### config.mk
export PLATFORM = sky130hd
export DESIGN_NAME = scrypt_ram_seq
export DESIGN_NICKNAME = d
export VERILOG_FILES = /design/src/rtl/scrypt_ram_seq.sv
export SDC_FILE = /design/constraint.sdc
export NUM_CORES = 1
export LEC_CHECK = 0
export ABC_AREA = 1
export CAP_MARGIN = 20
export CORE_AREA = 4 4 407 409
export CTS_BUF_LIST = sky130_fd_sc_hd__clkbuf_4 sky130_fd_sc_hd__clkbuf_8 sky130_fd_sc_hd__clkbuf_16
export DETAILED_ROUTE_END_ITERATION = 16
export DIE_AREA = 0 0 411 413
export SLEW_MARGIN = 40
export SYNTH_ARGS = -nofsm -noshare
export SYNTH_HDL_FRONTEND = slang
export SYNTH_SLANG_ARGS = --single-unit
### constraint.sdc
create_clock -name clock_i -period 2.6 [get_ports clock_i]
set_input_delay 0.65 -clock clock_i [delete_from_list [all_inputs] [get_ports clock_i]]
set_output_delay 0.65 -clock clock_i [all_outputs]
set_load 0.05 [all_outputs]
### src/rtl/scrypt_ram_seq.sv
// Scratchpad RAM sequencer for one scrypt hash: FILL writes N core words to
// addresses 0..N-1, then MIX serves N reads at core-supplied indices.
module scrypt_ram_seq #(
    parameter int ADDRBITS = 10,
    parameter int DW       = 256
) (
    input  logic                clock_i,
    input  logic                reset_n_i,
    input  logic                start_i,
    input  logic                abort_i,
    output logic                busy_o,
    output logic                done_o,
    input  logic                wr_valid_i,
    input  logic [DW-1:0]       wr_data_i,
    output logic                wr_ready_o,
    input  logic                idx_valid_i,
    input  logic [ADDRBITS-1:0] idx_i,
    output logic                idx_ready_o,
    output logic                rd_valid_o,
    output logic [DW-1:0]       rd_data_o,
    input  logic                rd_ready_i,
    output logic [ADDRBITS-1:0] ram_address_o,
    output logic [DW-1:0]       ram_data_o,
    output logic                ram_wren_o,
    input  logic [DW-1:0]       ram_q_i
);

    localparam int CW = ADDRBITS + 1;
    localparam logic [CW-1:0] N_WORDS = CW'(1) << ADDRBITS;
    localparam logic [CW-1:0] LAST    = N_WORDS - CW'(1);

    typedef enum logic [1:0] {S_IDLE, S_FILL, S_MIX, S_DONE} state_t;

    state_t              state_q, state_d;
    logic [CW-1:0]       wcnt_q, wcnt_d;
    logic [CW-1:0]       icnt_q, icnt_d;
    logic [CW-1:0]       rcnt_q, rcnt_d;
    logic [ADDRBITS-1:0] addr_q, addr_d;
    logic                rd_valid_q, rd_valid_d;

    logic wr_hs, idx_rdy, idx_hs, rd_hs;

    always_comb begin
        wr_hs   = (state_q == S_FILL) && wr_valid_i;
        rd_hs   = (state_q == S_MIX) && rd_valid_q && rd_ready_i;
        idx_rdy = (state_q == S_MIX) && (icnt_q < N_WORDS) && (!rd_valid_q || rd_ready_i);
        idx_hs  = idx_rdy && idx_valid_i;
    end

    assign busy_o      = (state_q != S_IDLE);
    assign done_o      = (state_q == S_DONE);
    assign wr_ready_o  = (state_q == S_FILL);
    assign idx_ready_o = idx_rdy;
    assign rd_valid_o  = rd_valid_q;
    assign rd_data_o   = ram_q_i;
    assign ram_data_o  = wr_data_i;
    assign ram_wren_o  = wr_hs;

    // The RAM latches its address every cycle, so outside a handshake we
    // replay the last index to keep ram_q (and rd_data) stable during stalls.
    always_comb begin
        if (wr_hs)
            ram_address_o = wcnt_q[ADDRBITS-1:0];
        else if (idx_hs)
            ram_address_o = idx_i;
        else
            ram_address_o = addr_q;
    end

    always_comb begin
        state_d    = state_q;
        wcnt_d     = wcnt_q;
        icnt_d     = icnt_q;
        rcnt_d     = rcnt_q;
        addr_d     = addr_q;
        rd_valid_d = rd_valid_q;

        case (state_q)
            S_IDLE: begin
                if (start_i) begin
                    state_d = S_FILL;
                    wcnt_d  = '0;
                end
            end
            S_FILL: begin
                if (wr_hs) begin
                    wcnt_d = wcnt_q + CW'(1);
                    if (wcnt_q == LAST) begin
                        state_d = S_MIX;
                        icnt_d  = '0;
                        rcnt_d  = '0;
                    end
                end
            end
            S_MIX: begin
                if (idx_hs) begin
                    icnt_d     = icnt_q + CW'(1);
                    addr_d     = idx_i;
                    rd_valid_d = 1'b1;
                end else if (rd_hs) begin
                    rd_valid_d = 1'b0;
                end
                if (rd_hs) begin
                    rcnt_d = rcnt_q + CW'(1);
                    if (rcnt_q == LAST)
                        state_d = S_DONE;
                end
            end
            S_DONE: begin
                state_d    = S_IDLE;
                rd_valid_d = 1'b0;
            end
            default: state_d = S_IDLE;
        endcase

        // Abort overrides whatever the state logic decided above.
        if (abort_i) begin
            state_d    = S_IDLE;
            wcnt_d     = '0;
            icnt_d     = '0;
            rcnt_d     = '0;
            rd_valid_d = 1'b0;
        end
    end

    always_ff @(posedge clock_i or negedge reset_n_i) begin
        if (!reset_n_i) begin
            state_q    <= S_IDLE;
            wcnt_q     <= '0;
            icnt_q     <= '0;
            rcnt_q     <= '0;
            addr_q     <= '0;
            rd_valid_q <= 1'b0;
        end else begin
            state_q    <= state_d;
            wcnt_q     <= wcnt_d;
            icnt_q     <= icnt_d;
            rcnt_q     <= rcnt_d;
            addr_q     <= addr_d;
            rd_valid_q <= rd_valid_d;
        end
    end

endmodule

=== Yosys cells after proc, flatten, opt, wreduce, memory -nomap -nowiden ===
Cells that the tools add are included.

* Equal/unequal tests: 12
* Magnitude comparators: 1
* Reductions and logical operators: 18
* Add/sub/neg operators: 3
* Muxes and demuxes: 25

{| class="wikitable"
|+ Operators with widths
! cell !! count
|-
| 11-bit two-way mux || 9
|-
| 11-bit case mux with 2 select lines || 3
|-
| 11-bit by 1-bit adder with 11-bit output, second input constant || 3
|-
| 11-bit by 10-bit equality test with 1-bit output, second input constant || 2
|-
| 10-bit two-way mux || 2
|-
| 2-bit two-way mux || 6
|-
| 11-bit less-than comparator, second input constant || 1
|-
| 3-bit by 2-bit inequality test with 1-bit output, second input constant || 3
|-
| 3-bit inequality test, second input constant || 3
|-
| 3-bit nonzero test || 3
|-
| 2-bit case mux with 4 select lines || 1
|-
| 4-bit AND reduction || 2
|-
| 1-bit logical AND || 6
|-
| 5-bit AND reduction || 1
|-
| 2-bit equality test, second input constant || 2
|-
| 4-bit inequality test, second input constant || 1
|-
| 1-bit two-way mux || 3
|-
| 3-bit AND reduction || 1
|-
| 2-bit by 1-bit equality test with 1-bit output, second input constant || 1
|-
| 2-bit logical NOT || 1
|-
| 1-bit case mux with 2 select lines || 1
|-
| 2-bit AND reduction || 1
|-
| 2-bit nonzero test || 1
|-
| 1-bit logical NOT || 1
|-
| 1-bit logical OR || 1
|}

* Bits of input ports: 529
* Output and inout port bits: 528
* Register bits after elaboration: 46

=== Depth between registers and ports, before layout ===
* Depth in word-level cells: 7
* Mapped depth: 11
* Gate-level depth less buffers: 11

=== Least setup slack after synthesis ===
Ideal clock, no wire load.

* Kind: reg2out
* From: reg state_q[1]
* To: out ram_address_o[0]
* Cell stages (with the launch flop): 6
* Setup slack: -0.700 ns
* Required time: 1.950 ns
* Arrival time: 2.650 ns
* Buffers on the path: 1
* Cells stage by stage: dfrtp_1 inv_1 ha_1 nand2_1 clkbuf_1 o21ai_0

{| class="wikitable"
|+ RTL lines
! what !! line !! text
|-
| start: declaration || 34 || <nowiki>state_t state_q, state_d;</nowiki>
|-
| start signal: assignment || 135 || <nowiki>state_q <= state_d;</nowiki>
|-
| 2-bit by 1-bit equality test with 1-bit output || - ||
|-
| net wr_ready_o || 15 || <nowiki>output logic wr_ready_o,</nowiki>
|-
| 1-bit logical AND || 44 || <nowiki>wr_hs = (state_q == S_FILL) && wr_valid_i;</nowiki>
|-
| 10-bit two-way mux || 62 || <nowiki>if (wr_hs)</nowiki>
|-
| end: declaration || 22 || <nowiki>output logic [ADDRBITS-1:0] ram_address_o,</nowiki>
|}

The timed path passes the listed nets, and every way through them passes these cells.

=== Worst setup path after layout ===
* From: reg state_q[0]
* To: out ram_address_o[6]

* Longest elaborated chain between the ends: 6

{| class="wikitable"
|+ Ends and longest elaborated chain
! what !! line !! text
|-
| 2-bit equality test || 46 || <nowiki>idx_rdy = (state_q == S_MIX) && (icnt_q < N_WORDS) && (!rd_valid_q || rd_ready_i);</nowiki>
|-
| 1-bit logical AND (2 in a row) || 46 ||
|-
| 1-bit logical AND || 47 || <nowiki>idx_hs = idx_rdy && idx_valid_i;</nowiki>
|-
| 10-bit two-way mux || - ||
|-
| 10-bit two-way mux (*) || 62 ||
|}

Every way passes the cells marked *; elsewhere a longest branch is shown, timed or not.

==> results by group <==
Status
  – Status: completed

Routing
  – WL met3: around 44,000 um
  – Avg WL per Cell: between 30 and 40 um
  – Vias per cell: 1.48
  – DRC: 0
  – Initial DRC Count: 228
  – WL final: 99,100 um
  – Met2 wire len: roughly 46,000 um
  – Post-DRT Antenna Nets: 0
  – Sum of routed wire segments on met1: about 6600 um
  – Top Layer Used: met5
  – DRT Pass-1 Iters: 4
  – Vias: 3,863

Synthesis
  – Post-synth top cells: 512 x buf_4, 115 x nand2_1, 52 x inv_1, 46 x dfrtp_1, 28 x nand3_1
  – Warnings, synthesis: 0
  – Syn Nets: ~1,400
  – Synth Area per Inst: roughly 7.4 um2
  – Biggest area consumer among synthesized cells: buf_4
  – Post-synthesis async set-or-reset flop share: 1.00
  – Gate Count Post-Synth: between 800 and 900
  – Unique masters post-synth: 33
  – Synthesized area: between 6000 and 7000 um2
  – Synth top area share: 0.577
  – Post-synthesis sequential area ratio: 0.173
  – Yosys reg bits: 46
  – Most common cell in the netlist: buf_4
  – Synth top area cells: buf_4 58%, dfrtp_1 17%, nand2_1 6.5%, inv_1 2.9%, nand3_1 2.1%
  – Main flop type after synthesis: dfrtp_1
  – EDFF count, synth: 0

Timing
  – Worst Max-Slew Pin Slew: between 0.5 and 0.6 ns
  – RSZ-0062 raised after global routing: yes
  – Min Tclk post-route: 2.58 ns
  – Hold Vio Cnt, Final: 0
  – Final hold slack: ~0.35 ns
  – Final setup vio count: 0
  – Slew HR: 0.610
  – Clock skew: 0.00572 ns
  – Fmax: ~0.39 GHz
  – Fin. max-slew vios: 0
  – Period utilization: 0.993

Hold path
  – Worst hold path type: input port to asynchronous set/reset pin

Die
  – Core Region: around 160,000 um2
  – Initial Util: 0.0411
  – Die area: 170,000 um2
  – DIE WIDTH: approximately 400 um
  – Site Rows: 148
  – IO Count: around 1,100
  – Die height: ~410 um

Worst setup path
  – Worst EP required: just under 2 ns
  – Crit path cell chain: inv_2, ha_4, inv_6, nor2_4, nand3_4, clkbuf_16, o21ai_2, nand2_1, o21ai_2, buf_12
  – Worst EP arrival: just under 2 ns
  – CP max stage delay: ~0.39 ns
  – Critical-path top delay cell: dfrtp_1
  – Crit path max fanout: 6
  – Worst reg2reg path startpoint: state_q[1]
  – CP top delay family: buffers and inverters
  – CP Capture Type: primary output
  – Critical path type: flop to primary output
  – CP startpoint: state_q[0]
  – CP startpoint kind: flop
  – Buf+Inv Stages, Crit Path: 4
  – CP dominant cell by count: o21ai_2

Finish
  – Final Core Density: 0.0400
  – Nets: slightly below 1,000
  – Area delta synth->final: -2.63%
  – Share of cells above drive strength 1: 0.243
  – Diodes inserted: 0
  – # fillers: slightly below 20,000

Clock network
  – CTS tree: yes
  – Clock sink count: 46
  – Worst-case clock buffer depth: 2
  – Num CTS Buffers: 5
  – Max H-tree Level: 2
  – Clock latency on the worst-skew pair: roughly 0.3 ns
  – Clk slew on worst S/H paths: around 0.070 ns
  – Number of buffers inserted by hold repair at cts: 0
  – Root buffer cell: clkbuf_16

GRT
  – GRT Util Overall: 0.110
  – Total gr overflow: 0
  – First-pass GRT wire length: roughly 110,000 um
  – Largest net degree at the start of global routing: 26
  – Initial antenna violation count: 3
  – Vias in the first global route: ~3,500

Job
  – Maxcap violations: 0

Placement
  – DPL Wire Length: about 95,000 um
  – Gpl congestion: approximately 0.96
  – IO buf count: 32

Pwr
  – Worst IR Drop VDD: ~630 uV
  – Leak: between 1.5 and 2 nW
  – Power density over the cells: approximately 550 nW/um2
state kept, by name, indices dropped and copies added (netlist names):
signal and count:
addr_q 10, icnt_q 11, wcnt_q 11, rcnt_q 11, state_q 2, rd_valid_o 1
cells by family (layout without fill, tap and decap cells):
| group | count (synthesis) | in the layout | share of synthesized area |
|---|---|---|---|
| AO/OA/AOI/OAI | 57 | 57 | 0.0472 |
| flip-flops | 46 | 46 | 0.173 |
| adder cells (fa/ha/maj) | 8 | 8 | 0.0150 |
| AND/OR/NAND/NOR | 208 | 208 | 0.145 |
| XOR/XNOR | 2 | 2 | 0.00263 |
| buffers and inverters | 576 | 120 | 0.617 |
stage by stage:
step / setup WS (ns) / instance area [um2] / TNS, ns / cells / total power, mW
4_1_cts: -0.00613 / 6330 / -0.0104 / 2612 / 3.48
2_1_floorplan: 0.0217 / 6690 / 0 / 897 / 4.04
6_report: 0.0170 / 6480 / 0 / 2616 / 3.59
3_5_place_dp: -0.367 / 6110 / -3.39 / 2601 / 2.72
3_3_place_gp: -0.329 / 6110 / -3.13 / 2601 / 2.70
5_1_grt: -0.0596 / 6480 / -0.483 / 2616 / 3.77
worst reg2reg max path, stage by stage (launching register included):
cell,delay [ns]
dfrtp_1,0.44
inv_1,0.13
ha_2,0.26
nand2_1,0.17
buf_12,0.20
nand2_1,0.12
nand3_4,0.11
inv_2,0.19
nand3_1,0.14
nand2_1,0.08
nand2_1,0.05
nor2_1,0.09
path summary, 6_finish.rpt:
check	slack (ns)	endpoint	depth (start not counted)
setup / recovery	0.02	ram_address_o[6]	10
hold / removal	0.35	addr_q[5]	1
setup reg to reg	0.55	wcnt_q[9]	11
hold reg to reg	0.48	addr_q[0]	2
max in group asynchronous	1.68	addr_q[8]	2
min in group clock_i	0.48	addr_q[0]	2
cell usage in the layout (no fill, tap or decap), types with 11 or more instances in the layout:
cell / count
buf_12: 16
buf_4: 22
clkdlybuf4s50_1: 13
dfrtp_1: 46
inv_1: 50
nand2_1: 105
nand2_2: 11
nand3_1: 28
nand4_1: 17
nor2_1: 23
o21ai_0: 17
o21ai_1: 12
o21ai_2: 13
metal layers:
layer	vias up	global-route usage
met1	1441	0.0198
met5	-	0.0103
met2	978	0.182
li1	1346	-
met3	92	0.235
met4	6	0.0195
layout make-up:
cell class / instances / area (um2) / share of cell area
Clock buffer: 7 / 146 / 0.0226
Clock inverter: 1 / 8.76 / 0.00135
Inverter: 56 / 221 / 0.0342
Multi-Input combinational cell: 275 / 1560 / 0.241
Sequential cell: 46 / 1150 / 0.178
Tap cell: 2175 / 2720 / 0.420
Timing Repair Buffer: 56 / 674 / 0.104
repair_timing:
item                       4_1_cts  5_1_grt
setup buffers                    3        3
gates resized for setup         16       27
pin swaps                        2        4
gates cloned                     0        1
setup endpoints to repair       11       10
power by group:
part           total, mW  internal, mW  switching, mW
clock              0.690         0.398          0.292
combinational       2.02         0.803           1.22
sequential         0.871         0.818         0.0530
No activity file was read; power rests on OpenSTA's default activity.
